## src/rtl/ws2812_pkg.sv

```systemverilog
// ws2812_pkg: definitions shared by the WS2812 transmit and receive sides.
// It holds the receiver state encoding, the default line timing in clk cycles
// at 200 MHz, the pixel and address widths, and a saturating counter helper.
package ws2812_pkg;

  typedef enum logic [1:0] {
    ST_SYNC = 2'd0,
    ST_IDLE = 2'd1,
    ST_HIGH = 2'd2,
    ST_LOW  = 2'd3
  } rx_state_e;

  localparam int RST_CYC      = 10000; // 50 us low = reset code
  localparam int TH_CYC       = 120;   // 600 ns: 1/0 decision threshold
  localparam int MIN_CYC      = 20;    // 100 ns: shorter highs are glitches
  localparam int MAX_HIGH_CYC = 400;   // 2 us: longer highs are errors

  localparam int PIXEL_W    = 24;
  localparam int ADDR_W     = 6;
  localparam int CNT_W      = 16;
  localparam int MAX_PIXELS = 64;

  // Increment a cycle counter, sticking at all-ones.
  function automatic logic [CNT_W-1:0] sat_inc(input logic [CNT_W-1:0] v);
    return (v == {CNT_W{1'b1}}) ? v : v + 1'b1;
  endfunction

endpackage

```

## src/rtl/edge2en.sv

```systemverilog
// edge2en: one-cycle enable on the rising edge of a synchronous level.
// Ports: clk_i clock, rst_ni async active-low reset, level_i synchronous
//        level, en_o = level_i & ~(level_i delayed by one clock).
module edge2en (
  input  logic clk_i,
  input  logic rst_ni,
  input  logic level_i,
  output logic en_o
);

  logic level_q;

  always_ff @(posedge clk_i or negedge rst_ni) begin
    if (!rst_ni) level_q <= 1'b0;
    else         level_q <= level_i;
  end

  assign en_o = level_i & ~level_q;

endmodule

```

## src/rtl/ws2812_rx_sync.sv

```systemverilog
// ws2812_rx_sync: two-flop synchronizer for the asynchronous data line.
// Ports: clk_i clock, rst_ni async active-low clear, d_i async input,
//        q_o synchronized output (cleared to 0 in reset).
module ws2812_rx_sync (
  input  logic clk_i,
  input  logic rst_ni,
  input  logic d_i,
  output logic q_o
);

  logic meta_q;
  logic sync_q;

  always_ff @(posedge clk_i or negedge rst_ni) begin
    if (!rst_ni) begin
      meta_q <= 1'b0;
      sync_q <= 1'b0;
    end else begin
      meta_q <= d_i;
      sync_q <= meta_q;
    end
  end

  assign q_o = sync_q;

endmodule

```

## src/rtl/ws2812_rx.sv

```systemverilog
// ws2812_rx: WS2812 single-wire receiver. Measures each high pulse, decodes
// it as a 0/1 bit, packs 24 bits MSB-first into a GRB pixel with its index in
// the frame, and flags the end of frame on a long low (reset code).
// Ports:
//   clk_in, rst_n_in   clock, async active-low reset
//   din_in             WS2812 data line (asynchronous)
//   pixel_valid_out    1-cycle pulse, pixel_data_out/pixel_idx_out valid
//   pixel_data_out     24-bit pixel, first received bit in [23]
//   pixel_idx_out      pixel index in frame, 0..63
//   frame_done_out     1-cycle pulse at reset code after at least one bit
//   pixel_cnt_out      pixels delivered in the finished frame, held
//   err_out            1-cycle pulse on glitch, long high, partial pixel
//                      or pixel overflow
// All outputs are pulses with no back-pressure: the consumer samples
// pixel_* and pixel_cnt_out on the cycle the matching pulse is high.
module ws2812_rx #(
  parameter int MIN_CYC      = ws2812_pkg::MIN_CYC,
  parameter int TH_CYC       = ws2812_pkg::TH_CYC,
  parameter int MAX_HIGH_CYC = ws2812_pkg::MAX_HIGH_CYC,
  parameter int RST_CYC      = ws2812_pkg::RST_CYC
) (
  input  logic        clk_in,
  input  logic        rst_n_in,
  input  logic        din_in,
  output logic        pixel_valid_out,
  output logic [23:0] pixel_data_out,
  output logic [5:0]  pixel_idx_out,
  output logic        frame_done_out,
  output logic [6:0]  pixel_cnt_out,
  output logic        err_out
);
  import ws2812_pkg::*;

  localparam logic [15:0] MIN_C  = 16'(MIN_CYC);
  localparam logic [15:0] TH_C   = 16'(TH_CYC);
  localparam logic [15:0] MAX_C  = 16'(MAX_HIGH_CYC);
  localparam logic [15:0] RST_C1 = 16'(RST_CYC - 1);
  localparam logic [6:0]  NPIX   = 7'(MAX_PIXELS);

  logic din_s, din_s_n, rise, fall;

  ws2812_rx_sync u_sync (.clk_i(clk_in), .rst_ni(rst_n_in), .d_i(din_in), .q_o(din_s));

  assign din_s_n = ~din_s;
  edge2en u_rise (.clk_i(clk_in), .rst_ni(rst_n_in), .level_i(din_s),   .en_o(rise));
  edge2en u_fall (.clk_i(clk_in), .rst_ni(rst_n_in), .level_i(din_s_n), .en_o(fall));

  rx_state_e   state_q, state_d;
  logic [15:0] high_cnt_q, high_cnt_d, low_cnt_q, low_cnt_d;
  logic [4:0]  bit_cnt_q, bit_cnt_d;
  logic [6:0]  pix_idx_q, pix_idx_d;     // 0..64, 64 means frame is full
  logic [23:0] shift_q, shift_d;
  logic        ovf_q, ovf_d;             // overflow already reported this frame
  logic        pixel_valid_q, pixel_valid_d;
  logic [23:0] pixel_data_q, pixel_data_d;
  logic [5:0]  pixel_idx_q, pixel_idx_d;
  logic        frame_done_q, frame_done_d;
  logic [6:0]  pixel_cnt_q, pixel_cnt_d;
  logic        err_q, err_d;
  logic        bit_v;

  always_ff @(posedge clk_in or negedge rst_n_in) begin
    if (!rst_n_in) begin
      state_q       <= ST_SYNC;
      high_cnt_q    <= '0;
      low_cnt_q     <= '0;
      bit_cnt_q     <= '0;
      pix_idx_q     <= '0;
      shift_q       <= '0;
      ovf_q         <= 1'b0;
      pixel_valid_q <= 1'b0;
      pixel_data_q  <= '0;
      pixel_idx_q   <= '0;
      frame_done_q  <= 1'b0;
      pixel_cnt_q   <= '0;
      err_q         <= 1'b0;
    end else begin
      state_q       <= state_d;
      high_cnt_q    <= high_cnt_d;
      low_cnt_q     <= low_cnt_d;
      bit_cnt_q     <= bit_cnt_d;
      pix_idx_q     <= pix_idx_d;
      shift_q       <= shift_d;
      ovf_q         <= ovf_d;
      pixel_valid_q <= pixel_valid_d;
      pixel_data_q  <= pixel_data_d;
      pixel_idx_q   <= pixel_idx_d;
      frame_done_q  <= frame_done_d;
      pixel_cnt_q   <= pixel_cnt_d;
      err_q         <= err_d;
    end
  end

  always_comb begin
    state_d       = state_q;
    high_cnt_d    = high_cnt_q;
    low_cnt_d     = low_cnt_q;
    bit_cnt_d     = bit_cnt_q;
    pix_idx_d     = pix_idx_q;
    shift_d       = shift_q;
    ovf_d         = ovf_q;
    pixel_valid_d = 1'b0;
    pixel_data_d  = pixel_data_q;
    pixel_idx_d   = pixel_idx_q;
    frame_done_d  = 1'b0;
    pixel_cnt_d   = pixel_cnt_q;
    err_d         = 1'b0;
    bit_v         = (high_cnt_q >= TH_C);

    case (state_q)
      // Wait for a full reset-code low before trusting the line.
      ST_SYNC: begin
        if (din_s) begin
          low_cnt_d = '0;
        end else if (low_cnt_q >= RST_C1) begin
          state_d = ST_IDLE;
        end else begin
          low_cnt_d = sat_inc(low_cnt_q);
        end
      end
      ST_IDLE: begin
        bit_cnt_d = '0;
        pix_idx_d = '0;
        ovf_d     = 1'b0;
        if (rise) begin
          state_d    = ST_HIGH;
          high_cnt_d = 16'd1;
        end
      end
      ST_HIGH: begin
        high_cnt_d = sat_inc(high_cnt_q);
        // The long-high check wins over a fall in the same cycle.
        if (high_cnt_q >= MAX_C) begin
          err_d     = 1'b1;
          state_d   = ST_SYNC;
          low_cnt_d = '0;
        end else if (fall) begin
          if (high_cnt_q < MIN_C) begin
            err_d     = 1'b1;
            state_d   = ST_SYNC;
            low_cnt_d = '0;
          end else begin
            shift_d   = {shift_q[22:0], bit_v};
            state_d   = ST_LOW;
            low_cnt_d = 16'd1;
            if (bit_cnt_q == 5'd23) begin
              bit_cnt_d = '0;
              if (pix_idx_q < NPIX) begin
                pixel_valid_d = 1'b1;
                pixel_data_d  = {shift_q[22:0], bit_v};
                pixel_idx_d   = pix_idx_q[5:0];
                pix_idx_d     = pix_idx_q + 7'd1;
              end else if (!ovf_q) begin
                err_d = 1'b1;
                ovf_d = 1'b1;
              end
            end else begin
              bit_cnt_d = bit_cnt_q + 5'd1;
            end
          end
        end
      end
      ST_LOW: begin
        if (rise) begin
          state_d    = ST_HIGH;
          high_cnt_d = 16'd1;
        end else if (low_cnt_q >= RST_C1) begin
          state_d      = ST_IDLE;
          frame_done_d = 1'b1;
          pixel_cnt_d  = pix_idx_q;
          if (bit_cnt_q != 5'd0) err_d = 1'b1;  // partial pixel dropped
          bit_cnt_d    = '0;
        end else begin
          low_cnt_d = sat_inc(low_cnt_q);
        end
      end
      default: state_d = ST_SYNC;
    endcase
  end

  assign pixel_valid_out = pixel_valid_q;
  assign pixel_data_out  = pixel_data_q;
  assign pixel_idx_out   = pixel_idx_q;
  assign frame_done_out  = frame_done_q;
  assign pixel_cnt_out   = pixel_cnt_q;
  assign err_out         = err_q;

endmodule
```

## config.mk

```make
export PLATFORM = sky130hd
export DESIGN_NAME = ws2812_rx
export DESIGN_NICKNAME = d
export VERILOG_FILES = /design/src/rtl/ws2812_pkg.sv /design/src/rtl/edge2en.sv /design/src/rtl/ws2812_rx_sync.sv /design/src/rtl/ws2812_rx.sv
export SDC_FILE = /design/constraint.sdc
export NUM_CORES = 1
export LEC_CHECK = 0
export CORE_ASPECT_RATIO = 1.4
export CORE_MARGIN = 3
export CORE_UTILIZATION = 50
export CTS_CLUSTER_SIZE = 25
export DETAILED_ROUTE_END_ITERATION = 12
export PLACE_DENSITY_LB_ADDON = 0.25
export REMOVE_ABC_BUFFERS = 1
export SKIP_LAST_GASP = 1
export SYNTH_ARGS = -nofsm -noshare
export SYNTH_HDL_FRONTEND = slang
export SYNTH_HIERARCHICAL = 1
export SYNTH_SLANG_ARGS = --single-unit
```

## constraint.sdc

```tcl
create_clock -name clk_in -period 2.7 [get_ports clk_in]
set_input_delay 0.405 -clock clk_in [delete_from_list [all_inputs] [get_ports clk_in]]
set_output_delay 0.405 -clock clk_in [all_outputs]
set_load 0.01 [all_outputs]
```

==> metrics.csv <==
metric;value;unit
vdd_drop_max;0.0004032;V
port_buffers;42;
detail_route.wl_per_cell;17.18;µm
required;2.99;ns
slew_headroom;0.5494;
outcome;completed;
synth-edff-count;0;
fmax;0.4172;GHz
skew;0.008656;ns
synth.distinct_cells;68;
period_needed;2.397;ns
cp-start-kind;flop;
io_pins;43;
ys.flop_type;dfrtp_1;
worstRegToRegCells;6;
critPathTopFamily;simple AND/OR/NAND/NOR gates;
firstDrtPassIters;5;
crit_path_max_incr_delay;0.46;ns
worstHoldPathCells;0;
setup_viol;0;
hold_path_class;reg2reg;
wl;11440;µm
syn-instance-count;459;
cts_setup_buffers;0;
htree_levels;4;
power.total;0.004161;W
drive_gt1_frac;0.1856;
critPathBufInv;0;
postSynthAreaPerCell;11.99;µm²
cp_slowest_cell;nor3_4;
pwr_density_cell;618.0;nW/µm²
final-hold-violation-count;0;
yosysWarnings;6;
drv_cap;0;
die_area;12320;µm²
numCtsBuffers;17;
worstPathArrival;2.68;ns
final.setup.tns;0;ns
start_util;0.5208;
grt_use_total;0.2009;
grt_pass1_wl;19210;µm
tightest_slew;0.6588;ns
ant_nets;0;
first_iter_violations;176;
cp_num_cells;6;
cts_buffer_depth;2;
num_vias;3822;
insertedDiodeCount;0;
overflow;0;
fp.dieH;130.2;µm
cts_sinks;114;
finalCritPeriodShare;0.8877;
synth-seq-cells;114;
cts.clk_slew.worst_paths;0.05;ns
crit_path_end_kind;flop;
syn_area;5505;µm²
cp_max_fo;12;
rsz0062_at_grt;no;
gp_congestion;0.8761;
grt_max_degree;60;
hpwl;7896;µm
ff_latch_area;2853;µm²
syn_to_final_growth;22.30;%
async_reset_ff_frac;1.000;
final_net_count;527;
die_w;94.69;µm
cts_root_buf;clkbuf_16;
multi_input_area;2466;µm²
yosysSeqAreaShare;0.5182;
clk_latency;0.41;ns
core_area;10570;µm²
drc_errors;0;
routed_via_density;5.739;
antenna_found_initial;0;
grt_pass1_vias;3920;
cts_tree;yes;
critical_path_class;reg2reg;
fp-row-count;44;
fillers;830;
cellLeakagePower;3.157;nW
slew_viol_final;0;
path_cells;ha_1 -> and3_1 -> o2111ai_2 -> and2_1 -> nor3_4 -> mux2_1;
## worst paths after layout
path	startpoint	end	slack, ns
hold reg to reg	u_sync/meta_q	u_sync/q_o	0.34
max in group asynchronous	rst_n_in	low_cnt_q[6]	1.53
hold / removal	u_sync/meta_q	u_sync/q_o	0.34
min in group asynchronous	rst_n_in	pixel_data_out[23]	0.42
setup reg to reg	low_cnt_q[0]	pixel_cnt_out[6]	0.30
setup / recovery	low_cnt_q[0]	pixel_cnt_out[6]	0.30
## through the flow
step / hold slack (ns) / util / setup WS [ns] / instances / cell area, µm²
final: 0.3447 / 0.6370 / 0.3032 / 666 / 6733
after CTS: 0.3465 / 0.6364 / 0.2130 / 666 / 6726
after global placement: 0.3106 / 0.5765 / 0.3084 / 636 / 6093
after global routing: 0.3694 / 0.6370 / 0.1570 / 666 / 6733
after detailed placement: 0.3075 / 0.5765 / 0.2453 / 636 / 6093
after floorplan: 0.1094 / - / 0.3358 / 441 / 5365
## layout by cell type, fill, tap and decap left out, types with 6 or more instances in the layout
cell type,Yosys,final
dfrtp_1,114,114
clkdlybuf4s50_1,0,41
mux2_4,30,30
nand2_1,28,28
mux2_1,24,24
nand3_1,23,23
nor2_1,21,21
o21ai_0,18,18
clkbuf_16,0,17
inv_1,14,14
buf_4,1,14
and3_1,9,9
nand4_1,9,9
a21oi_1,9,9
nor3_1,8,8
and2_1,6,6
nor4_1,7,6
mux2i_1,6,6
o21ai_1,6,6
o22a_1,6,6
a31oi_1,6,6
mux2_2,6,6
ha_1,6,6
## cell type report
type / count / area share
clock inverters: 9 / 0.02323
inverters: 14 / 0.007805
well taps: 138 / 0.02565
multi-input cells: 313 / 0.3663
repair buffers: 58 / 0.08400
flip-flops and latches: 114 / 0.4237
clock buffers: 20 / 0.06932
## synthesized netlist by cell type, types with 3 or more instances
cell type  number  area (µm²)
mux2_1         24       270.3
dfrtp_1       114        2853
nand4_1         9       56.30
nand3_1        23       115.1
nand2_1        28       105.1
and3_1          9       56.30
or4_1           5       37.54
inv_1          14       52.55
mux2i_1         6       60.06
a21oi_1         9       45.04
a31oi_1         6       37.54
clkbuf_1        8       30.03
o21ai_0        18       90.09
xor2_1          5       43.79
nor2b_1         5       31.28
nand2b_1        5       31.28
mux2_2          6       67.56
buf_12          3       60.06
ha_1            6       75.07
a2bb2oi_1       5       43.79
mux2_4         30       450.4
and4_1          4       35.03
nor2_1         21       78.83
o22a_1          6       52.55
o211ai_1        4       30.03
buf_2           4       20.02
nor4_1          7       43.79
o311ai_0        3       26.28
o2bb2ai_1       5       43.79
nor3_1          8       40.04
o21ai_1         6       30.03
and2_1          6       37.54
## cells by family (layout without fill, tap and decap cells)
group	Yosys count	count (layout)	share of synthesized area
buffers and inverters	32	101	0.03500
AOI/OAI and AO/OA	87	87	0.1118
xor gates and xnor gates	7	7	0.01114
muxes	66	66	0.1541
and+or+nand+nor	147	147	0.1561
DFF	114	114	0.5182
adders and majority gates	6	6	0.01364
## registers in the layout (all words and copies together) (netlist names)
name,cells
pixel_idx_out,6
pixel_valid_out,1
high_cnt_q,16
u_sync/q_o,1
pixel_data_out,24
u_rise/level_q,1
pixel_cnt_out,7
bit_cnt_q,5
shift_q,23
u_fall/level_q,1
err_out,1
ovf_q,1
u_sync/meta_q,1
low_cnt_q,16
pix_idx_q,7
frame_done_out,1
state_q,2
## timing repair
item | 4_1_cts | 5_1_grt
resized for setup | 0 | 1
hold buffers | 1 | 0
endpoints found under the setup margin | 0 | 10
hold endpoints to repair | 20 | 0
## power by group
part / switching (W) / internal (W) / total [W]
logic: 0.0000508 / 0.0000219 / 0.0000726
registers: 0.00000810 / 0.00172 / 0.00173
clock network: 0.000761 / 0.00160 / 0.00236
total: 0.000820 / 0.00334 / 0.00416
## metal layers
metal  global-route usage  vias to the layer above  share of wire
met5                    0                        -              0
met4              0.08326                        0          0.015
met3              0.04498                       13          0.028
met2               0.3555                       64           0.54
met1               0.2330                     1920           0.41
li1                     -                     1825              -
Power figures use the tool's default switching activity.
